--- config.mk ---
export PLATFORM = sky130hd
export DESIGN_NAME = mem_access_unit_flat
export DESIGN_NICKNAME = d
export VERILOG_FILES = /design/src/rtl/mem_access_unit_if.sv /design/src/rtl/mem_access_unit.sv /design/src/flat_wrapper.sv
export SDC_FILE = /design/constraint.sdc
export NUM_CORES = 1
export LEC_CHECK = 0
export ABC_AREA = 1
export CELL_PAD_IN_SITES_DETAIL_PLACEMENT = 1
export CELL_PAD_IN_SITES_GLOBAL_PLACEMENT = 2
export CORE_ASPECT_RATIO = 1.2
export CORE_MARGIN = 3
export CORE_UTILIZATION = 24
export CTS_BUF_LIST = sky130_fd_sc_hd__clkbuf_16
export CTS_CLUSTER_SIZE = 16
export DETAILED_ROUTE_END_ITERATION = 6
export GPL_TIMING_DRIVEN = 0
export PLACE_DENSITY = 0.88
export SLEW_MARGIN = 20
export SYNTH_ARGS = -nofsm -noshare
export SYNTH_HDL_FRONTEND = slang
export SYNTH_SLANG_ARGS = --single-unit
export TNS_END_PERCENT = 20
--- constraint.sdc ---
create_clock -name clk -period 6.15 [get_ports clk]
set_input_delay 1.23 -clock clk [delete_from_list [all_inputs] [get_ports clk]]
set_output_delay 1.23 -clock clk [all_outputs]
set_load 0.01 [all_outputs]
--- src/rtl/mem_access_unit_if.sv ---
// Request bus between the EX/MEM pipeline register and the MEM-stage load/store
// controller. The slave side back-pressures the requester with stall.
interface mem_access_unit_if #(
  parameter int ADDR_W = 8
);
  logic              req_valid;
  logic              req_we;
  logic [1:0]        req_size;
  logic              req_unsigned;
  logic [ADDR_W+1:0] req_addr;
  logic [31:0]       req_wdata;
  logic [4:0]        req_rd;
  logic              stall;

  modport master (
    output req_valid, req_we, req_size, req_unsigned, req_addr, req_wdata, req_rd,
    input  stall
  );

  modport slave (
    input  req_valid, req_we, req_size, req_unsigned, req_addr, req_wdata, req_rd,
    output stall
  );
endinterface

--- src/rtl/mem_access_unit.sv ---
// MEM-stage load/store controller in front of a word-wide sram. Sub-word stores
// run as a read cycle followed by a write of the merged word.
module mem_access_unit #(
  parameter int ADDR_W = 8
) (
  input  logic              clk,
  input  logic              rst_n,
  mem_access_unit_if.slave  req,
  output logic              CSram,
  output logic [ADDR_W-1:0] Direc,
  output logic [31:0]       Datain,
  output logic              LeerMem,
  output logic              EscrMem,
  input  logic [31:0]       Dataout,
  output logic              wb_valid,
  output logic [31:0]       wb_data,
  output logic [4:0]        wb_rd,
  output logic              misalign_err
);

  typedef enum logic {IDLE, RMW_WR} state_t;

  function automatic logic aligned_f(input logic [1:0] size, input logic [1:0] off);
    case (size)
      2'b00:   return 1'b1;
      2'b01:   return ~off[0];
      2'b10:   return (off == 2'b00);
      default: return 1'b0;
    endcase
  endfunction

  function automatic logic [31:0] extend_load(input logic [31:0] word, input logic [1:0] size,
                                              input logic [1:0] off, input logic uns);
    logic signed [7:0]  b;
    logic signed [15:0] h;
    b = word[{off, 3'b000} +: 8];
    h = word[{off[1], 4'b0000} +: 16];
    case (size)
      2'b00:   return uns ? {24'h0, b} : 32'(b);
      2'b01:   return uns ? {16'h0, h} : 32'(h);
      default: return word;
    endcase
  endfunction

  function automatic logic [31:0] merge_store(input logic [31:0] word, input logic [1:0] size,
                                              input logic [1:0] off, input logic [31:0] wdata);
    logic [31:0] mask;
    mask = ((size == 2'b00) ? 32'h0000_00FF : 32'h0000_FFFF) << {off, 3'b000};
    return (word & ~mask) | ((wdata << {off, 3'b000}) & mask);
  endfunction

  state_t            state;
  logic [ADDR_W-1:0] addr_q;
  logic [31:0]       merged_q;
  logic [ADDR_W-1:0] word_idx;
  logic [1:0]        off;
  logic              ok, go, ld_acc, rmw_start;
  logic              cs, rd_en, wr_en;

  assign word_idx  = req.req_addr[ADDR_W+1:2];
  assign off       = req.req_addr[1:0];
  assign ok        = aligned_f(req.req_size, off);
  assign go        = (state == IDLE) && req.req_valid;
  assign ld_acc    = go && ok && !req.req_we;
  assign rmw_start = go && ok && req.req_we && (req.req_size != 2'b10);

  // Stage 0: sram strobes decoded from state and the presented request
  always_comb begin
    cs        = 1'b0;
    rd_en     = 1'b0;
    wr_en     = 1'b0;
    req.stall = 1'b0;
    Direc     = word_idx;
    Datain    = req.req_wdata;
    case (state)
      IDLE: begin
        if (go && ok) begin
          cs = 1'b1;
          if (!req.req_we) begin
            rd_en = 1'b1;
          end else if (req.req_size == 2'b10) begin
            wr_en = 1'b1;
          end else begin
            rd_en     = 1'b1;
            req.stall = 1'b1;
          end
        end
      end
      RMW_WR: begin
        cs     = 1'b1;
        wr_en  = 1'b1;
        Direc  = addr_q;
        Datain = merged_q;
      end
    endcase
  end

  // Reset kills the strobes immediately so an in-flight write is dropped.
  assign CSram   = cs & rst_n;
  assign LeerMem = rd_en & rst_n;
  assign EscrMem = wr_en & rst_n;

  // Stage 1: FSM and MEM/WB register
  always_ff @(posedge clk or negedge rst_n) begin
    if (!rst_n) begin
      state        <= IDLE;
      wb_valid     <= 1'b0;
      wb_data      <= 32'h0;
      wb_rd        <= 5'h0;
      misalign_err <= 1'b0;
    end else begin
      wb_valid     <= ld_acc;
      misalign_err <= go && !ok;
      if (ld_acc) begin
        wb_data <= extend_load(Dataout, req.req_size, off, req.req_unsigned);
        wb_rd   <= req.req_rd;
      end
      case (state)
        IDLE:    if (rmw_start) state <= RMW_WR;
        RMW_WR:  state <= IDLE;
      endcase
    end
  end

  // Stage 1: read-modify-write holding registers (data only, no reset)
  always_ff @(posedge clk) begin
    if (rmw_start) begin
      addr_q   <= word_idx;
      merged_q <= merge_store(Dataout, req.req_size, off, req.req_wdata);
    end
  end

endmodule

--- src/flat_wrapper.sv ---
// flat-port wrapper written by rule: the top's interface ports become plain ports
module mem_access_unit_flat 
#(
  parameter int ADDR_W = 8
)
  (clk, rst_n, CSram, Direc, Datain, LeerMem, EscrMem, Dataout, wb_valid, wb_data, wb_rd, misalign_err, req_req_valid, req_req_we, req_req_size, req_req_unsigned, req_req_addr, req_req_wdata, req_req_rd, req_stall);
  mem_access_unit_if #(.ADDR_W(ADDR_W)) req_i ();
  input  logic clk;
  input  logic rst_n;
  output logic CSram;
  output logic [ADDR_W-1:0] Direc;
  output logic [31:0] Datain;
  output logic LeerMem;
  output logic EscrMem;
  input  logic [31:0] Dataout;
  output logic wb_valid;
  output logic [31:0] wb_data;
  output logic [4:0] wb_rd;
  output logic misalign_err;
  input wire logic [$bits(req_i.req_valid)-1:0] req_req_valid;
  input wire logic [$bits(req_i.req_we)-1:0] req_req_we;
  input wire logic [$bits(req_i.req_size)-1:0] req_req_size;
  input wire logic [$bits(req_i.req_unsigned)-1:0] req_req_unsigned;
  input wire logic [$bits(req_i.req_addr)-1:0] req_req_addr;
  input wire logic [$bits(req_i.req_wdata)-1:0] req_req_wdata;
  input wire logic [$bits(req_i.req_rd)-1:0] req_req_rd;
  output wire logic [$bits(req_i.stall)-1:0] req_stall;
  assign req_i.req_valid = req_req_valid;
  assign req_i.req_we = req_req_we;
  assign req_i.req_size = req_req_size;
  assign req_i.req_unsigned = req_req_unsigned;
  assign req_i.req_addr = req_req_addr;
  assign req_i.req_wdata = req_req_wdata;
  assign req_i.req_rd = req_req_rd;
  assign req_stall = req_i.stall;
  mem_access_unit #(.ADDR_W(ADDR_W)) u_core (.clk(clk), .rst_n(rst_n), .req(req_i), .CSram(CSram), .Direc(Direc), .Datain(Datain), .LeerMem(LeerMem), .EscrMem(EscrMem), .Dataout(Dataout), .wb_valid(wb_valid), .wb_data(wb_data), .wb_rd(wb_rd), .misalign_err(misalign_err));
endmodule
# Word-level counts from Yosys, hierarchy flattened
# Index checks and enable logic that the tools add are counted.
# totals
wordCells	55
register_bits	80
# classes
eq_ne	3
n_reduce_logical	10
shift	4
n_mux	22
bitwise	9
# ops
operator	n
$mux 32	3
$and 32x32->32	2
$pmux 32 s2	1
$shl 32x5->32	2
$not 32->32	1
$or 32x32->32	1
$shiftx 32x6->16	1
$shiftx 32x6->8	1
$mux 16	1
$mux 1	12
$mux 8	1
$logic_and 1x1->1	6
$pmux 1 s2	3
$logic_not 2->1	2
$and 1x1->1	3
$pmux 1 s3	1
$eq 2x1->1 const B	1
$eq 2x2->1 const B	1
$logic_not 1->1	2
$ne 2x2->1 const B	1
$not 1->1	2

# Logic depth before layout (Yosys ltp)
# Gate-level depths: netlist of run 1.
# depth
depth_word	7
mapped_depth	10

# Least setup slack after synthesis of run 1
# No wires, ideal clock.
# synth_timing
path_kind	input -> register
startpoint	input port req_req_size[1]
endpoint	register u_core.addr_q[0], enable pin
required_time_ns	5.663
stages	8
arrival_time_ns	4.810
n_path_buf	3
path_slack_ns	0.853
path_cell_list	buf_6 nor2_8 inv_2 nand3_2 buf_6 buf_6 nand2_1 nor3_1
# synth_between
elab_chain_len	5
word_cells_on_any_way	8
cone_classes	eq/ne: 3; mux: 1; reduce/logical: 4
# synth_lines
element	line	source
start, declared	flat_wrapper.sv:22	input wire logic [$bits(req_i.req_size)-1:0] req_req_size;
$eq 2x2->1, or another cell as far along	mem_access_unit.sv:24	case (size)
$pmux 1 s3	mem_access_unit.sv:24	
$logic_and 1x1->1 (2 in a row)	mem_access_unit.sv:65	assign rmw_start = go && ok && req.req_we && (req.req_size != 2'b10);
$logic_and 1x1->1 (*)	mem_access_unit.sv:65	
named net u_core.rmw_start	mem_access_unit.sv:57	logic ok, go, ld_acc, rmw_start;
end signal, assigned	mem_access_unit.sv:128	addr_q <= word_idx;
end, declared	mem_access_unit.sv:53	logic [ADDR_W-1:0] addr_q;
# Mark *: on every way through the listed nets, which the timed path passes. The rest lies on a longest branch.
# A chain may end at the register's enable or synchronous reset.

# Worst setup path in the final report of run 1
# layout_timing
startpoint	input port req_req_addr[1]
endpoint	output port req_stall
# layout_between
elab_chain_len	5
# layout_lines
element	line	source
start, declared	flat_wrapper.sv:24	input wire logic [$bits(req_i.req_addr)-1:0] req_req_addr;
$logic_not 2->1	mem_access_unit.sv:27	2'b10: return (off == 2'b00);
$pmux 1 s3	mem_access_unit.sv:24	
$logic_and 1x1->1	mem_access_unit.sv:77	if (go && ok) begin
$mux 1	mem_access_unit.sv:77	
$mux 1	mem_access_unit.sv:75	case (state)
end, declared	flat_wrapper.sv:27	output wire logic [$bits(req_i.stall)-1:0] req_stall;
# Every way passes these cells.

==> results of run 1 <==
-- final cells by class --
type / count / area [um^2]
plain buffers: 35 / 186.4
clock buffers: 9 / 225.2
clock inverters: 7 / 58.81
fillers: 2440 / 12460
inverters: 84 / 315.3
multi-input cells: 471 / 2126
flip-flops and latches: 80 / 2202
well taps: 261 / 326.6
repair buffers: 172 / 1720
-- synthesized netlist by cell type (all sizes together) --
| cell type | n |
|---|---|
| clkbuf | 15 |
| inv | 84 |
| nand3 | 9 |
| nand2 | 265 |
| o21ai | 59 |
| mux2 | 8 |
| nor2 | 66 |
| buf | 20 |
| o211ai | 8 |
| a21oi | 35 |
| a21boi | 1 |
| nor3 | 4 |
| nand4 | 16 |
| dfrtp | 40 |
| edfxtp | 40 |
-- kinds of logic (layout without fill, tap and decap cells) --
family,Yosys count,count (layout)
compound gates,103,103
buf+inv,119,307
flops,80,80
mux,8,8
simple gates,360,360
-- layout by cell type (no fill, tap or decap), types with 12 or more instances in the layout --
cell and count:
a21oi_1 32, buf_2 12, clkbuf_1 15, clkdlybuf4s50_1 166, dfrtp_1 40, edfxtp_1 40, inv_1 79, nand2_1 264
nand4_1 16, nor2_1 63, o21ai_0 59
-- worst max-delay path, cell delays in order --
cell and delay, ns:
clkdlybuf4s50_1 0.60, nor2_4 0.32, nand2_1 0.11, nand3_2 0.12, buf_6 0.15, buf_6 0.14
nand2_1 0.11, nor3_1 0.17, clkdlybuf4s50_1 0.60
-- how the worst min path moves through the flow --
stage          slack [ns]            endpoint  depth (start not counted)
5_1_grt              0.52   u_core.wb_data[8]                          2
3_3_place_gp         0.46     u_core.wb_rd[1]                          2
2_1_floorplan        0.52     u_core.wb_rd[0]                          2
4_1_cts              0.49   u_core.wb_data[7]                          2
3_5_place_dp         0.47  u_core.wb_data[12]                          2
6_report             0.49   u_core.wb_data[7]                          2
-- registers in the layout, summed over array words and instances, names as in the netlist --
name                 count
u_core.addr_q            8
u_core.merged_q         32
u_core.misalign_err      1
u_core.state             1
u_core.wb_data          32
u_core.wb_rd             5
u_core.wb_valid          1
-- metal layers --
metal / vias to the layer above / wire length [um]
li1: 2485 / -
met1: 2363 / 7945
met2: 131 / 9683
met3: 18 / 897
met4: 0 / 375
met5: - / 0
-- per-stage QoR --
stage / power [uW] / util, %
after floorplan: 898.8 / -
after global placement: 1194 / 34.78
after detailed placement: 1206 / 35.05
after CTS: 1748 / 36.50
after global routing: 1825 / 36.50
final: 1720 / 36.50
-- power groups by stage --
stage / Clock (uW) / Sequential [uW] / Combinational [uW]
finish: 531 / 667 / 522
global route: 571 / 677 / 577
CTS: 548 / 669 / 531
detailed placement: 0 / 678 / 528
global placement: 0 / 677 / 517
floorplan: 0 / 701 / 197
==> reports/results.ini, run 1 <==
[yosys]
syn_area_mm2=0.004825
synthesis.instances=670
ys.warnings.count=0
ys_types=27
synth_top_family_by_area=simple AND/OR/NAND/NOR gates
yosysSeqAreaShare_pct=45.64
ys_top_cells_by_area=edfxtp_1 (25%), dfrtp_1 (21%), nand2_1 (21%), inv_1 (6.1%), o21ai_0 (6.1%)
synth-simple-area-share_pct=30.39
muxShareOfSynthArea_pct=1.867
synth-seq-cells=80
synth_compound_area_share_pct=11.70
avgSynthCellArea_um2=7.201
synth_top_cell_area_share_pct=24.90
syn-num-nets=756
synthAdderAreaFrac_pct=0
synthXorXnorAreaFrac_pct=0
yosysTopAreaCell=edfxtp_1

[timing]
slew_headroom_pct=63.00
fin_setup_tns_ns=0
setup_violations=0
grt_setup_unrepaired=false
worst_pin_slew_ns=0.5550
holdWs_ns=0.4861
period_share_pct=77.72
period_needed_ns=4.780
fmax_mhz=209.2
report.final.slew_viol_count=0
setup_slack_ns=1.370
clock_skew_ns=0.01002
hold_violations=0

[place]
numPortBuffers=167
routabilityCongestion=0.8558
pre_cts_slack_ns=1.411
post-place-cells=1103
dpl-instance-area_mm2=0.006877
dp_hpwl_um=15590

[detailed_routing]
drtIter0Drc=277
viasPerCell=4.466
routedWlPerCell_um=16.89
num_vias=4997
ant_nets=0
dr.pass1.iters=5
wl_um=18900
drc=0

[cts]
cts_resized=0
cts.root.buffer_cell=clkbuf_16
numCtsBuffers=9
htree_levels=3
clk_pin_slew_ns=0.07
cts_tree=yes
insertion_delay_ns=0.36
cts_sinks=80
post_cts_buffers=0
cts_buffer_depth=2
hold_buffers=0

[grt]
grt_pass1_vias=5287
track_usage_pct=17.57
grt.met3_usage_pct=3.458
top_usage_layer=met2
met1_usage_pct=21.16
grt_max_degree=31
antenna_found_initial=0
grt_overflow_total=0
grt_pass1_wl_um=29500
met2_usage_pct=31.36

[job]
max-cap-violations=0

[pwr]
sw_frac_of_total_pct=31.59
peakVddDrop_v=0.0001397
internal_power_uw=1177
leakagePower_uw=0.003262
clkPwrFrac_pct=30.9
power_density_mw_per_mm2=240.3
pwr-share-seq_pct=38.8
power.switching_uw=543.5
pwr-share-comb_pct=30.4

[worst_setup_path]
rr_endpoint=u_core.addr_q[0]
path_max_fanout=10
worstPathArrival_ns=3.55
critical_path_class=in -> out
r2r_setup_slack_ns=3.43
endpoint=req_stall
cp-end-kind=primary output
cp-start-kind=input port
r2r-start=u_core.state
reg2regPathDepth=6
critPathLaunch=req_req_addr[1]
required_ns=4.92

[layout]
nets=939
syn_to_final_growth_pct=48.42
diodes=0
stdcell_area_mm2=0.007161
final-instance-count-excl-fill=1119
drive_above_1_share_pct=7.576

[floorplan]
die_h_um=161.3
ios=169
fp-row-count=56
initial_core_util_pct=24.59
die-area_mm2=0.02185
core-area_mm2=0.01962
die_w_um=135.4

[outcome]
status=finished clean

[worst_hold_path]
holdCritPathClass=reg -> reg
min-delay-start=u_core.wb_data[7]

(Power assumes the default switching activity.)
==> run 2, diff against run 1 <==
==> constraint.sdc (replaced) <==
create_clock -name clk -period 4.4 [get_ports clk]
set_input_delay 0.88 -clock clk [delete_from_list [all_inputs] [get_ports clk]]
set_output_delay 0.88 -clock clk [all_outputs]
set_load 0.01 [all_outputs]
==> run 2 against run 1 <==
Cell count hardly changed. Core utilization rose by 0.13 points. Clock power increased by 45%. Total power up 41%. Die area did not move. Critical endpoint unchanged. Largest power group unchanged.
==> reports/results.ini, run 2 (synthesis gave the netlist of run 1 again) <==
[floorplan]
die-area_mm2=0.02185
die_w_um=135.4
die_h_um=161.3
fp-row-count=56
core-area_mm2=0.01962
initial_core_util_pct=24.59
ios=169

[layout]
fill_cells=2451
stdcell_area_mm2=0.007187
nets=938
syn_to_final_growth_pct=48.96
most-common-layout-cells=nand2_1 (264), clkdlybuf4s50_1 (166), inv_1 (79)
final-instance-count-excl-fill=1118
diodes=0
final_common_cell=nand2_1
drive_above_1_share_pct=7.351
largestRegisters=u_core.merged_q: 32 flops, u_core.wb_data: 32 flops, u_core.addr_q: 8 flops
fin_util_pct=36.63

[cts]
clk_pin_slew_ns=0.07
numCtsBuffers=9
insertion_delay_ns=0.34
cts_tree=yes
post_cts_buffers=0
cts.root.buffer_cell=clkbuf_16
htree_levels=3
hold_buffers=0
cts_buffer_depth=2
cts_sinks=80
cts_resized=0

[worst_setup_path]
r2r-start=u_core.state
path_cells=clkdlybuf4s50_1 > nor2_4 > nand2_1 > nand3_2 > buf_6 > buf_6 > nand2_1 > nor3_1 > clkdlybuf4s50_1
worstPathArrival_ns=3.34
r2r_setup_slack_ns=1.80
cp-end-kind=primary output
rr_endpoint=u_core.merged_q[6]
critical_path_class=in -> out
reg2regPathDepth=6
cpMaxStageDelayCell=clkdlybuf4s50_1
critPathTopFamily=buffers and inverters
slowest_delay_ns=0.62
crit_buf_inv=4
path_max_fanout=10
required_ns=3.52
cp-start-kind=input port

[detailed_routing]
routedWlPerCell_um=16.88
ant_nets=0
drc=0
num_vias=4912
route.met2.wl_um=9412
wl_met1_um=7968
top_layer_used=met4
drtIter0Drc=227
met3WireLength_um=990
wl_um=18870
dr.pass1.iters=4
viasPerCell=4.394

[place]
routabilityCongestion=0.8619
dpl-instance-area_mm2=0.006890
post-place-cells=1102
dp_hpwl_um=15450
numPortBuffers=167

[outcome]
status=finished clean

[timing]
report.final.slew_viol_count=0
slew_headroom_pct=57.06
grt_setup_unrepaired=false
clock_skew_ns=0.005550
setup_violations=0
period_share_pct=95.84
fin_setup_tns_ns=0
fmax_mhz=237.1
worst_pin_slew_ns=0.6418
period_needed_ns=4.217
hold_violations=0

[grt]
grt_pass1_wl_um=29450
grt_overflow_total=0
antenna_found_initial=0
track_usage_pct=17.48
grt_pass1_vias=5270
grt_max_degree=31

[pwr]
totalPowerFinal_uw=2433
peakVddDrop_v=0.0001757
power_density_mw_per_mm2=338.5
leakagePower_uw=0.003256

[job]
max-cap-violations=0

[worst_hold_path]
holdCritPathClass=in -> async

-- run 2: worst reg2reg max path, stage by stage, from the launching register on --
cell      delay [ns]
dfrtp_1         0.46
nor2_2          0.43
clkbuf_1        0.42
nand2_1         0.21
nor3_4          0.40
buf_8           0.22
buf_6           0.17
-- run 2: routing by layer --
layer  up-vias  track usage, %
met5         -               0
met4         0           5.958
met3        23           3.863
met2       128           30.30
met1      2281           21.35
li1       2480               -
-- run 2: worst max-delay path by stage --
stage                     from          endpoint  slack, ns  cells after the start
2_1_floorplan  req_req_size[1]  u_core.addr_q[0]       0.68                      8
3_3_place_gp   req_req_addr[1]  u_core.addr_q[3]      -0.89                      8
3_5_place_dp   req_req_addr[1]         req_stall       0.20                      9
4_1_cts        req_req_addr[1]         req_stall       0.18                      9
5_1_grt        req_req_addr[1]         req_stall       0.07                      9
6_report       req_req_addr[1]         req_stall       0.18                      9
-- run 2: report_power, final --
part	switching [uW]	internal (uW)
Combinational	364	366
Clock	332	440
Sequential	46.3	884
Total	742	1690
-- run 2: stage by stage --
stage          worst slack [ns]  hold WS (ns)
2_1_floorplan            0.6769        0.5154
3_3_place_gp            -0.8946        0.4642
3_5_place_dp             0.2043        0.4682
4_1_cts                  0.1831        0.4348
5_1_grt                 0.07061        0.4412
6_report                 0.1832        0.4339
-- run 2: area by class of cell --
class	instances	area (um^2)	share of cell area, %
Buffer	35	186.4	2.594
Clock buffer	9	225.2	3.134
Clock inverter	7	71.32	0.9923
Inverter	84	315.3	4.387
Multi-Input combinational cell	471	2132	29.67
Sequential cell	80	2202	30.64
Tap cell	261	326.6	4.544
Timing Repair Buffer	171	1728	24.04
